===== config.mk =====
export PLATFORM = sky130hd
export DESIGN_NAME = board_mem_arbiter
export DESIGN_NICKNAME = d
export VERILOG_FILES = /design/src/rtl/battleship_pkg.sv /design/src/rtl/board_ram.sv /design/src/rtl/board_mem_arbiter.sv
export SDC_FILE = /design/constraint.sdc
export NUM_CORES = 1
export LEC_CHECK = 0
export CAP_MARGIN = 20
export CORE_MARGIN = 1.5
export CORE_UTILIZATION = 50
export DETAILED_ROUTE_END_ITERATION = 8
export GPL_TIMING_DRIVEN = 0
export PLACE_DENSITY = 0.67
export SKIP_LAST_GASP = 1
export SLEW_MARGIN = 20
export SYNTH_ARGS = -nofsm -noshare
export SYNTH_HDL_FRONTEND = slang
export SYNTH_HIERARCHICAL = 1
export SYNTH_SLANG_ARGS = --single-unit

===== constraint.sdc =====
create_clock -name clk_i -period 4.4 [get_ports clk_i]
set_clock_uncertainty 0.2 [all_clocks]
set_input_delay 0.88 -clock clk_i [delete_from_list [all_inputs] [get_ports clk_i]]
set_output_delay 0.88 -clock clk_i [all_outputs]
set_load 0.05 [all_outputs]

===== src/rtl/battleship_pkg.sv =====
// Shared types for the battleship board store: cell encoding, game ops, fire results, arbiter states.
package battleship_pkg;

  localparam int BOARD_CELLS = 100;

  typedef enum logic [1:0] {
    EMPTY = 2'd0,
    SHIP  = 2'd1,
    MISS  = 2'd2,
    HIT   = 2'd3
  } cell_t;

  typedef enum logic [1:0] {
    OP_READ  = 2'd0,
    OP_WRITE = 2'd1,
    OP_FIRE  = 2'd2
  } op_t;

  typedef enum logic [1:0] {
    RES_INVALID = 2'd0,
    RES_MISS    = 2'd1,
    RES_HIT     = 2'd2,
    RES_REPEAT  = 2'd3
  } res_t;

  typedef enum logic [1:0] {
    ST_IDLE = 2'd0,
    ST_ACC1 = 2'd1,
    ST_ACC2 = 2'd2,
    ST_ACK  = 2'd3
  } arb_state_t;

  // Value a FIRE leaves behind on a cell that was EMPTY or SHIP.
  function automatic cell_t fire_mark(input cell_t c);
    return (c == SHIP) ? HIT : MISS;
  endfunction

endpackage


===== src/rtl/board_ram.sv =====
// Single-port CELLS x 2-bit board store; read data registered one cycle after the access, read-before-write.
// Out-of-range addresses read EMPTY and ignore writes; reset clears every cell.
module board_ram
  import battleship_pkg::*;
#(
  parameter int CELLS = BOARD_CELLS,
  parameter int AW    = 7
) (
  input  logic          clk_i,
  input  logic          reset_i,
  input  logic [AW-1:0] addr_i,
  input  logic          we_i,
  input  cell_t         wdata_i,
  output cell_t         rdata_o
);

  localparam logic [AW-1:0] CELLS_W = AW'(CELLS);

  cell_t mem_q [CELLS];
  cell_t rdata_q;
  logic  in_range;

  assign in_range = (addr_i < CELLS_W);
  assign rdata_o  = rdata_q;

  always_ff @(posedge clk_i) begin
    if (reset_i) begin
      for (int i = 0; i < CELLS; i++) begin
        mem_q[i] <= EMPTY;
      end
      rdata_q <= EMPTY;
    end else begin
      rdata_q <= in_range ? mem_q[addr_i] : EMPTY;
      if (we_i && in_range) begin
        mem_q[addr_i] <= wdata_i;
      end
    end
  end

endmodule


===== src/rtl/board_mem_arbiter.sv =====
// Board store shared between 1-cycle render reads (priority) and req/ack game ops; starved game ops force a slot.
// Define ARB_HIT_COUNT_EN to build the hit_count/all_sunk tally; otherwise both outputs are tied low.
module board_mem_arbiter
  import battleship_pkg::*;
#(
  parameter int CELLS      = BOARD_CELLS,
  parameter int AW         = 7,
  parameter int MAX_WAIT   = 64,
  parameter int SHIP_CELLS = 17
) (
  input  logic          clk_i,
  input  logic          reset_i,
  input  logic          bright_i,
  input  logic          rd_en_i,
  input  logic [AW-1:0] rd_addr_i,
  output logic [1:0]    rd_data_o,
  output logic          rd_stale_o,
  input  logic          g_req_i,
  input  logic [1:0]    g_op_i,
  input  logic [AW-1:0] g_addr_i,
  input  logic [1:0]    g_wdata_i,
  output logic          g_ack_o,
  output logic [1:0]    g_rdata_o,
  output logic [1:0]    g_result_o,
  output logic          busy_o,
  output logic [AW-1:0] hit_count_o,
  output logic          all_sunk_o
);

  localparam int            WW       = $clog2(MAX_WAIT + 1);
  localparam logic [AW-1:0] CELLS_W  = AW'(CELLS);
  localparam logic [WW-1:0] WAIT_MAX = WW'(MAX_WAIT);

  arb_state_t    state_q;
  op_t           op_q;
  logic [AW-1:0] addr_q;
  cell_t         wdata_q;
  cell_t         cell_q;
  logic [WW-1:0] wait_q;
  logic          gnt_game_q;
  logic          rnd_gnt_q;
  logic          rd_stale_q;
  cell_t         rd_hold_q;
  logic          g_ack_q;
  logic          ack_fresh_q;
  cell_t         g_rdata_q;
  res_t          g_result_q;
  logic          busy_q;

  cell_t         ram_rdata;
  cell_t         ram_wdata;
  cell_t         cell_now;
  logic [AW-1:0] ram_addr;
  logic          ram_we;
  logic          addr_ok;
  logic          game_pend;
  logic          game_gnt;
  logic          rnd_gnt;

  // The RAM read lands a cycle after the grant, so a FIRE inspects its cell at
  // the start of ACC2 and keeps a copy for any further ACC2 cycles lost to render.
  always_comb begin
    cell_now  = gnt_game_q ? ram_rdata : cell_q;
    addr_ok   = (addr_q < CELLS_W);
    game_pend = 1'b0;
    if (state_q == ST_ACC1) begin
      game_pend = addr_ok;
    end else if (state_q == ST_ACC2) begin
      game_pend = (cell_now == EMPTY) || (cell_now == SHIP);
    end
    game_gnt  = game_pend && (!rd_en_i || (wait_q == WAIT_MAX));
    rnd_gnt   = rd_en_i && !game_gnt;
    ram_addr  = game_gnt ? addr_q : rd_addr_i;
    ram_we    = game_gnt && ((state_q == ST_ACC2) || (op_q == OP_WRITE));
    ram_wdata = (state_q == ST_ACC2) ? fire_mark(cell_now) : wdata_q;
  end

  board_ram #(
    .CELLS (CELLS),
    .AW    (AW)
  ) u_ram (
    .clk_i   (clk_i),
    .reset_i (reset_i),
    .addr_i  (ram_addr),
    .we_i    (ram_we),
    .wdata_i (ram_wdata),
    .rdata_o (ram_rdata)
  );

  always_ff @(posedge clk_i) begin
    if (reset_i) begin
      state_q     <= ST_IDLE;
      op_q        <= OP_READ;
      addr_q      <= '0;
      wdata_q     <= EMPTY;
      cell_q      <= EMPTY;
      wait_q      <= '0;
      gnt_game_q  <= 1'b0;
      rnd_gnt_q   <= 1'b0;
      rd_stale_q  <= 1'b0;
      rd_hold_q   <= EMPTY;
      g_ack_q     <= 1'b0;
      ack_fresh_q <= 1'b0;
      g_rdata_q   <= EMPTY;
      g_result_q  <= RES_INVALID;
      busy_q      <= 1'b0;
    end else begin
      gnt_game_q <= game_gnt;
      rnd_gnt_q  <= rnd_gnt;
      rd_stale_q <= game_gnt && rd_en_i && bright_i;
      g_ack_q    <= 1'b0;
      if (rnd_gnt_q) begin
        rd_hold_q <= ram_rdata;
      end

      if (game_gnt) begin
        wait_q <= '0;
      end else if (game_pend && (wait_q != WAIT_MAX)) begin
        wait_q <= wait_q + WW'(1);
      end

      case (state_q)
        ST_IDLE: begin
          if (g_req_i) begin
            op_q    <= (g_op_i == 2'b11) ? OP_READ : op_t'(g_op_i);
            addr_q  <= g_addr_i;
            wdata_q <= cell_t'(g_wdata_i);
            busy_q  <= 1'b1;
            state_q <= ST_ACC1;
          end
        end
        ST_ACC1: begin
          if (!addr_ok) begin
            g_rdata_q   <= EMPTY;
            g_result_q  <= RES_INVALID;
            ack_fresh_q <= 1'b0;
            g_ack_q     <= 1'b1;
            state_q     <= ST_ACK;
          end else if (game_gnt) begin
            if (op_q == OP_FIRE) begin
              state_q <= ST_ACC2;
            end else begin
              g_result_q  <= RES_INVALID;
              ack_fresh_q <= 1'b1;
              g_ack_q     <= 1'b1;
              state_q     <= ST_ACK;
            end
          end
        end
        ST_ACC2: begin
          if (gnt_game_q) begin
            cell_q <= cell_now;
          end
          if ((cell_now == MISS) || (cell_now == HIT)) begin
            g_rdata_q   <= cell_now;
            g_result_q  <= RES_REPEAT;
            ack_fresh_q <= 1'b0;
            g_ack_q     <= 1'b1;
            state_q     <= ST_ACK;
          end else if (game_gnt) begin
            g_rdata_q   <= cell_now;
            g_result_q  <= (cell_now == SHIP) ? RES_HIT : RES_MISS;
            ack_fresh_q <= 1'b0;
            g_ack_q     <= 1'b1;
            state_q     <= ST_ACK;
          end
        end
        default: begin
          // READ/WRITE data only arrives from the RAM in this cycle; park it for the hold.
          if (ack_fresh_q) begin
            g_rdata_q <= ram_rdata;
          end
          ack_fresh_q <= 1'b0;
          busy_q      <= 1'b0;
          state_q     <= ST_IDLE;
        end
      endcase
    end
  end

  assign rd_data_o  = rnd_gnt_q ? ram_rdata : rd_hold_q;
  assign rd_stale_o = rd_stale_q;
  assign g_ack_o    = g_ack_q;
  assign g_rdata_o  = ack_fresh_q ? ram_rdata : g_rdata_q;
  assign g_result_o = g_result_q;
  assign busy_o     = busy_q;

`ifdef ARB_HIT_COUNT_EN
  logic [AW-1:0] hit_q;
  logic [AW-1:0] hit_d;
  logic          all_sunk_q;

  always_comb begin
    hit_d = hit_q;
    if ((state_q == ST_ACC2) && game_gnt && (cell_now == SHIP)) begin
      hit_d = hit_q + AW'(1);
    end
  end

  always_ff @(posedge clk_i) begin
    if (reset_i) begin
      hit_q      <= '0;
      all_sunk_q <= 1'b0;
    end else begin
      hit_q      <= hit_d;
      all_sunk_q <= all_sunk_q | (hit_d == AW'(SHIP_CELLS));
    end
  end

  assign hit_count_o = hit_q;
  assign all_sunk_o  = all_sunk_q;
`else
  assign hit_count_o = '0;
  assign all_sunk_o  = 1'b0;
`endif

endmodule

## Word level (Yosys, flattened, before mapping)

Memory sizes are Yosys's and may differ from the RTL's. A register that Yosys moved wholly into a read port is not among the register bits.
Index checks and enable logic that the tools add are counted.

| word-level totals | value |
|---|---|
| bits in registers | 34 |
| RAM bits | 200 |
| input port bits | 23 |
| output and inout bits | 17 |
| word-level logic and storage cells | 113 |
| memories kept | 1 |

| cells by class | value |
|---|---|
| add/sub/neg operators | 1 |
| order comparisons | 2 |
| equality and inequality tests | 15 |
| muxes and demuxes | 49 |
| bitwise gates (word level) | 3 |
| reductions and logical operators | 27 |

Memory list:

| memory | depth | width | rd ports | clocked after memory_dff | write ports | RTL line | text |
|---|---|---|---|---|---|---|---|
| u_ram.mem_q | 100 | 2 | 1 | 1 | 100 | board_ram.sv:19 | `cell_t mem_q [CELLS];` |

Operators by type and width:

| operator | number |
|---|---|
| $mux 2 | 20 |
| $mux 1 | 21 |
| $lt 7x7->1 const B | 2 |
| $mux 7 | 2 |
| $pmux 2 s3 | 2 |
| $eq 2x2->1 const B | 5 |
| $reduce_and 4->1 | 2 |
| $reduce_or 2->1 | 4 |
| $add 7x1->7 const B | 1 |
| $eq 7x7->1 const B | 1 |
| $logic_and 1x1->1 | 7 |
| $ne 7x7->1 const B | 1 |
| $eq 2x1->1 const B | 3 |
| $ne 3x3->1 const B | 2 |
| $reduce_and 2->1 | 3 |
| $reduce_and 3->1 | 2 |
| $logic_not 2->1 | 2 |
| $logic_or 1x1->1 | 4 |
| $ne 2x2->1 const B | 2 |
| $pmux 1 s2 | 2 |
| $pmux 2 s2 | 1 |
| $ne 3x2->1 const B | 1 |
| $not 1->1 | 3 |
| $pmux 1 s3 | 1 |
| 2 further kinds | 3 |

## Depth between registers and ports, before layout

| depth | value |
|---|---|
| depth after elaboration | 14 |
| mapped depth | 14 |
| mapped depth without buffers | 11 |

## Modules after synthesis

The synthesis kept the hierarchy.

Modules (own cells, without submodules):

| module | instances | cells an instance | area an instance (um^2) | sequential area each (um^2) |
|---|---|---|---|---|
| board_ram | 1 | 948 | 11,939.0 | 7,727.4 |
| board_mem_arbiter | 1 | 213 | 1,851.8 | 680.7 |

## Worst setup path before layout

OpenSTA, ideal clock, no wires.

| timing | value |
|---|---|
| path type | reg-to-reg |
| from | reg wait_q[2] |
| to | mem u_ram/mem_q[27][0] (netlist bit), enable pin |
| setup time | 296 ps |
| arrival | 3,098 ps |
| data required time | 3,904 ps |
| slack | 806 ps |
| stages on the path, launching flop included | 12 |
| buffers on the path | 2 |
| clock period less this slack | 3,594 ps |
| path through | dfxtp_1 > or2_1 > o41a_4 > a21oi_4 > mux2_2 > buf_6 > or3_4 > a31oi_4 > nand3_2 > nor2_1 > buf_2 > a21o_1 |

RTL lines:

| what | RTL line | text |
|---|---|---|
| start: declaration | board_mem_arbiter.sv:39 | `logic [WW-1:0] wait_q;` |
| start signal: assignment | board_mem_arbiter.sv:119 | `wait_q <= wait_q + WW'(1);` |
| end: declaration | board_ram.sv:19 |  |

## Worst setup path after layout

| timing | value |
|---|---|
| from | reg gnt_game_q |
| to | reg u_ram.rdata_q[0], in the netlist u_ram/rdata_o[0] (read register of u_ram.mem_q) |

| on the way | value |
|---|---|
| word-level cells in the longest chain between the ends | 10 |
| elaborated cells on any way between the ends | 11 |
| those cells by class | order compare: 1; eq/ne: 1; mux: 4; bitwise: 1; reduce/logical: 4 |

Ends and longest elaborated chain:

| what | RTL line | text |
|---|---|---|
| start: declaration | board_mem_arbiter.sv:40 | `logic gnt_game_q;` |
| start signal: assignment | board_mem_arbiter.sv:108 | `gnt_game_q <= game_gnt;` |
| $mux 2 (*) | board_mem_arbiter.sv:63 | `cell_now = gnt_game_q ? ram_rdata : cell_q;` |
| $eq 2x1->1 or $logic_not 2->1 (tied branches) | board_mem_arbiter.sv:69 | `game_pend = (cell_now == EMPTY) \|\| (cell_now == SHIP);` |
| $logic_or 1x1->1 (*) | board_mem_arbiter.sv:69 |  |
| $mux 1 (*) | board_mem_arbiter.sv:68 | `end else if (state_q == ST_ACC2) begin` |
| $mux 1 (*) | board_mem_arbiter.sv:66 | `if (state_q == ST_ACC1) begin` |
| $logic_and 1x1->1 (*) | board_mem_arbiter.sv:71 | `game_gnt = game_pend && (!rd_en_i \|\| (wait_q == WAIT_MAX));` |
| $mux 7 (*) | board_mem_arbiter.sv:73 | `ram_addr = game_gnt ? addr_q : rd_addr_i;` |
| via ram_addr[3] | board_mem_arbiter.sv:53 | `logic [AW-1:0] ram_addr;` |
| $lt 7x7->1 | board_ram.sv:23 | `assign in_range = (addr_i < CELLS_W);` |
| $not 1->1 (no source line) | n/a |  |
| $reduce_or 2->1 (no source line) | n/a |  |
| end: declaration | board_ram.sv:20 | `cell_t rdata_q;` |

Mark *: on every way through the listed nets, which the timed path passes. The rest lies on a longest branch.
A chain may end at the register's enable or synchronous reset.

==> results.toml <==
[placement]
gp_congestion = 0.895
io_buffer_count = 31
post-dp-hpwl_um = 26100
dpl_cell_area_sq_um = 14800
place_inst = 1595

[layout]
layout_commonest_cell = "edfxtp_1"
drive_above_1_share_pct = 11.1
stdcell_area_sq_um = 15900
final_util_pct = 58.8
diodes = 0
layout.nets = 1323
layout_common_cells = "edfxtp_1, nor2_1, mux2i_1"
area_growth_pct = 15.3
final_cells = 1659

[synth]
synth_cell_type_count = 55
synth_top_family_by_area = "compound AO/OA/AOI/OAI gates"
synth-simple-area-share_pct = 10.8
ys_ff_latch = 292
synth_compound_area_share_pct = 12.5
synth-xor-area-share_pct = 0.381
seq_area_frac_synth_pct = 61.0
synth_ff_type = "edfxtp_1"
syn_avg_cell_area_sq_um = 11.9
netlist_instances = 1161
synth-adder-area-share_pct = 0.544
yosysWarningCount = 6
synth_edf_count = 256
synth_area_sq_um = 13800
synth_mux_area_share_pct = 10.9
async_reset_ff_share_pct = 0

[floorplan]
start_util_pct = 51.0
fp.dieArea_sq_um = 28600
fp.dieW_um = 169
die_h_um = 169
io_pins = 40
core-area_sq_um = 27000
row_count = 60

[drt]
finalWirelength_um = 39400
via_count = 9872
via_per_inst = 5.95
final_antenna_net_count = 0
drcViolationCount = 0
dr.pass1.iters = 5
drt_iter0_drc = 1071
post_drt_wl_per_cell_um = 23.8

[sta]
post-route-period-util_pct = 98.4
worst_pin_slew_ns = 1.10
rsz0062_at_grt = "true"
setup_viol = 0
fin_crit_ns = 4.33
slew_violations = 0
max_freq_ghz = 0.231
setup_tns_ns = 0
hold_viol = 0
max_slew_margin_pct = 26.2

[worst_setup_path]
worst-path-max-fanout = 10
worstPathArrival_ns = 4.57
critPathCaptureType = "flop"
crit_type = "flop to flop"
startpoint_type = "flop"
cp.required_ns = 4.64

[global_route]
grt_pass1_wl_um = 59000
antenna_found_initial = 0
grt-ovfl-total = 0
grt_pass1_vias = 9863
grt_use_total_pct = 28.3
grt_max_degree = 33

[worst_hold_path]
hold_path_class = "flop to flop"

[power]
p_leak_nw = 6.12
p_switching_mw = 2.48
ir_drop_v = 0.000316
finalPower_mw = 8.12
p_int_mw = 5.64
p_seq_share_pct = 42.9
swShare_pct = 30.6
clkPwrFrac_pct = 32.6
power_density_nw_per_um2 = 511
combPwrFrac_pct = 24.4

[clocking]
cts_tree = "done"
htree_levels = 2
clkLatencyLatePin_ns = 0.52
clk_path_buf_depth = 3
cts-buffers-inserted = 34
cts_sinks = 292
clock-root-buffer = "clkbuf_16"
clkTransAtPathRegs_ns = 0.06
cts_hold_buf = 0

[run_status]
outcome = "completed"

[flow_run]
cap_viol_max_count = 0
-- registers in the layout, indices dropped and copies added (netlist names) --
signal	count
u_ram/rdata_o	2
u_ram/mem_q	256
g_ack_o	1
cell_q	2
ack_fresh_q	1
gnt_game_q	1
busy_o	1
rd_hold_q	2
rd_stale_o	1
op_q	2
g_result_o	2
state_q	2
g_rdata_q	2
wait_q	7
addr_q	7
wdata_q	2
rnd_gnt_q	1
-- cell type report --
| cell class | instances | area [sq um] |
|---|---|---|
| buffer | 94 | 543 |
| tap | 341 | 427 |
| clock inverter | 15 | 126 |
| inverter | 9 | 33.8 |
| fill | 2275 | 11100 |
| sequential | 292 | 8410 |
| timing repair buffer | 35 | 340 |
| multi-input combinational | 828 | 5090 |
| clock buffer | 45 | 923 |
-- what timing repair did --
item                       CTS  global route
resized for setup           10            32
pin swaps                    1             1
setup endpoints to repair   59           179
setup buffers                1             3
-- path summary, 6_finish.rpt --
| path | startpoint | endpoint | slack [ns] | cells after the start |
|---|---|---|---|---|
| worst max-delay path | gnt_game_q | u_ram/rdata_o[0] | 0.07 | 10 |
| worst min-delay path | wdata_q[1] | wdata_q[1] | 0.25 | 2 |
| worst max register to register | gnt_game_q | u_ram/rdata_o[0] | 0.07 | 10 |
| worst min register to register | wdata_q[1] | wdata_q[1] | 0.25 | 2 |
-- power by group through the flow --
stage	Clock, mW	Sequential (mW)	Combinational, mW
finish	2.65	3.49	1.98
global route	2.81	3.51	2.11
CTS	2.69	3.49	1.94
detailed placement	0	3.54	1.92
global placement	0	3.53	1.90
floorplan	0	3.53	1.31
-- synth_stat cells, types with 2 or more instances --
library cell | number | area share (%)
or2_1 | 4 | 0.18
conb_1 | 2 | 0.054
mux2i_1 | 136 | 9.9
nor2_1 | 225 | 6.1
and3_1 | 2 | 0.091
o221ai_1 | 2 | 0.13
nand2_1 | 70 | 1.9
or2_2 | 3 | 0.14
nand3_2 | 2 | 0.15
o21ai_1 | 2 | 0.073
nor3_1 | 11 | 0.40
ha_1 | 6 | 0.54
a21o_1 | 100 | 5.4
o21ai_0 | 33 | 1.2
a21oi_1 | 23 | 0.83
o22ai_1 | 65 | 2.9
nor2b_1 | 3 | 0.14
a211oi_1 | 4 | 0.22
clkbuf_1 | 43 | 1.2
o41a_1 | 2 | 0.16
inv_1 | 8 | 0.22
buf_6 | 9 | 0.73
o21a_1 | 2 | 0.11
a41oi_1 | 8 | 0.51
nand2b_1 | 10 | 0.45
dfxtp_1 | 36 | 5.2
and2_1 | 6 | 0.27
buf_2 | 33 | 1.2
nand3_1 | 6 | 0.22
mux2_2 | 12 | 0.98
nand3b_1 | 2 | 0.11
buf_4 | 8 | 0.44
edfxtp_1 | 256 | 56
xnor2_1 | 6 | 0.38
-- per-layer routing --
layer / routed length [um] / global-route usage [%] / share of wire [%] / vias to the layer above
li1: - / - / - / 4452
met1: 15400 / 37.0 / 39 / 4787
met2: 18500 / 46.4 / 47 / 537
met3: 4270 / 5.54 / 11 / 96
met4: 1370 / 11.6 / 3.5 / 0
met5: 0 / 0 / 0 / -
-- stage by stage --
step	setup slack, ns	hold slack (ns)
6_report	0.0701	0.252
2_1_floorplan	0.806	0.232
4_1_cts	0.0368	0.256
3_3_place_gp	-0.503	0.245
3_5_place_dp	-0.495	0.247
5_1_grt	-0.0523	0.275
-- worst max-delay path: stages, from the launching register on --
cell and delay (ns):
dfxtp_1 0.32, buf_6 0.13, mux2i_1 0.36, nand3_2 0.27, a21oi_4 0.35, mux2_2 0.25, clkbuf_1 0.42, nor2b_1 0.94
o21ai_0 0.26, a41oi_1 0.57, o41a_1 0.19
-- cells by family (layout without fill, tap and decap cells) --
| kind of cell | count (synthesis) | after routing |
|---|---|---|
| buffers and inverters | 103 | 198 |
| and+or+nand+nor | 354 | 354 |
| AOI/OAI and AO/OA | 250 | 250 |
| DFF | 292 | 292 |
| xor gates and xnor gates | 6 | 6 |
| muxes | 148 | 148 |
| other | 2 | 64 |
| adders and majority gates | 6 | 6 |
Note: power is estimated with default switching activity, not from simulation.
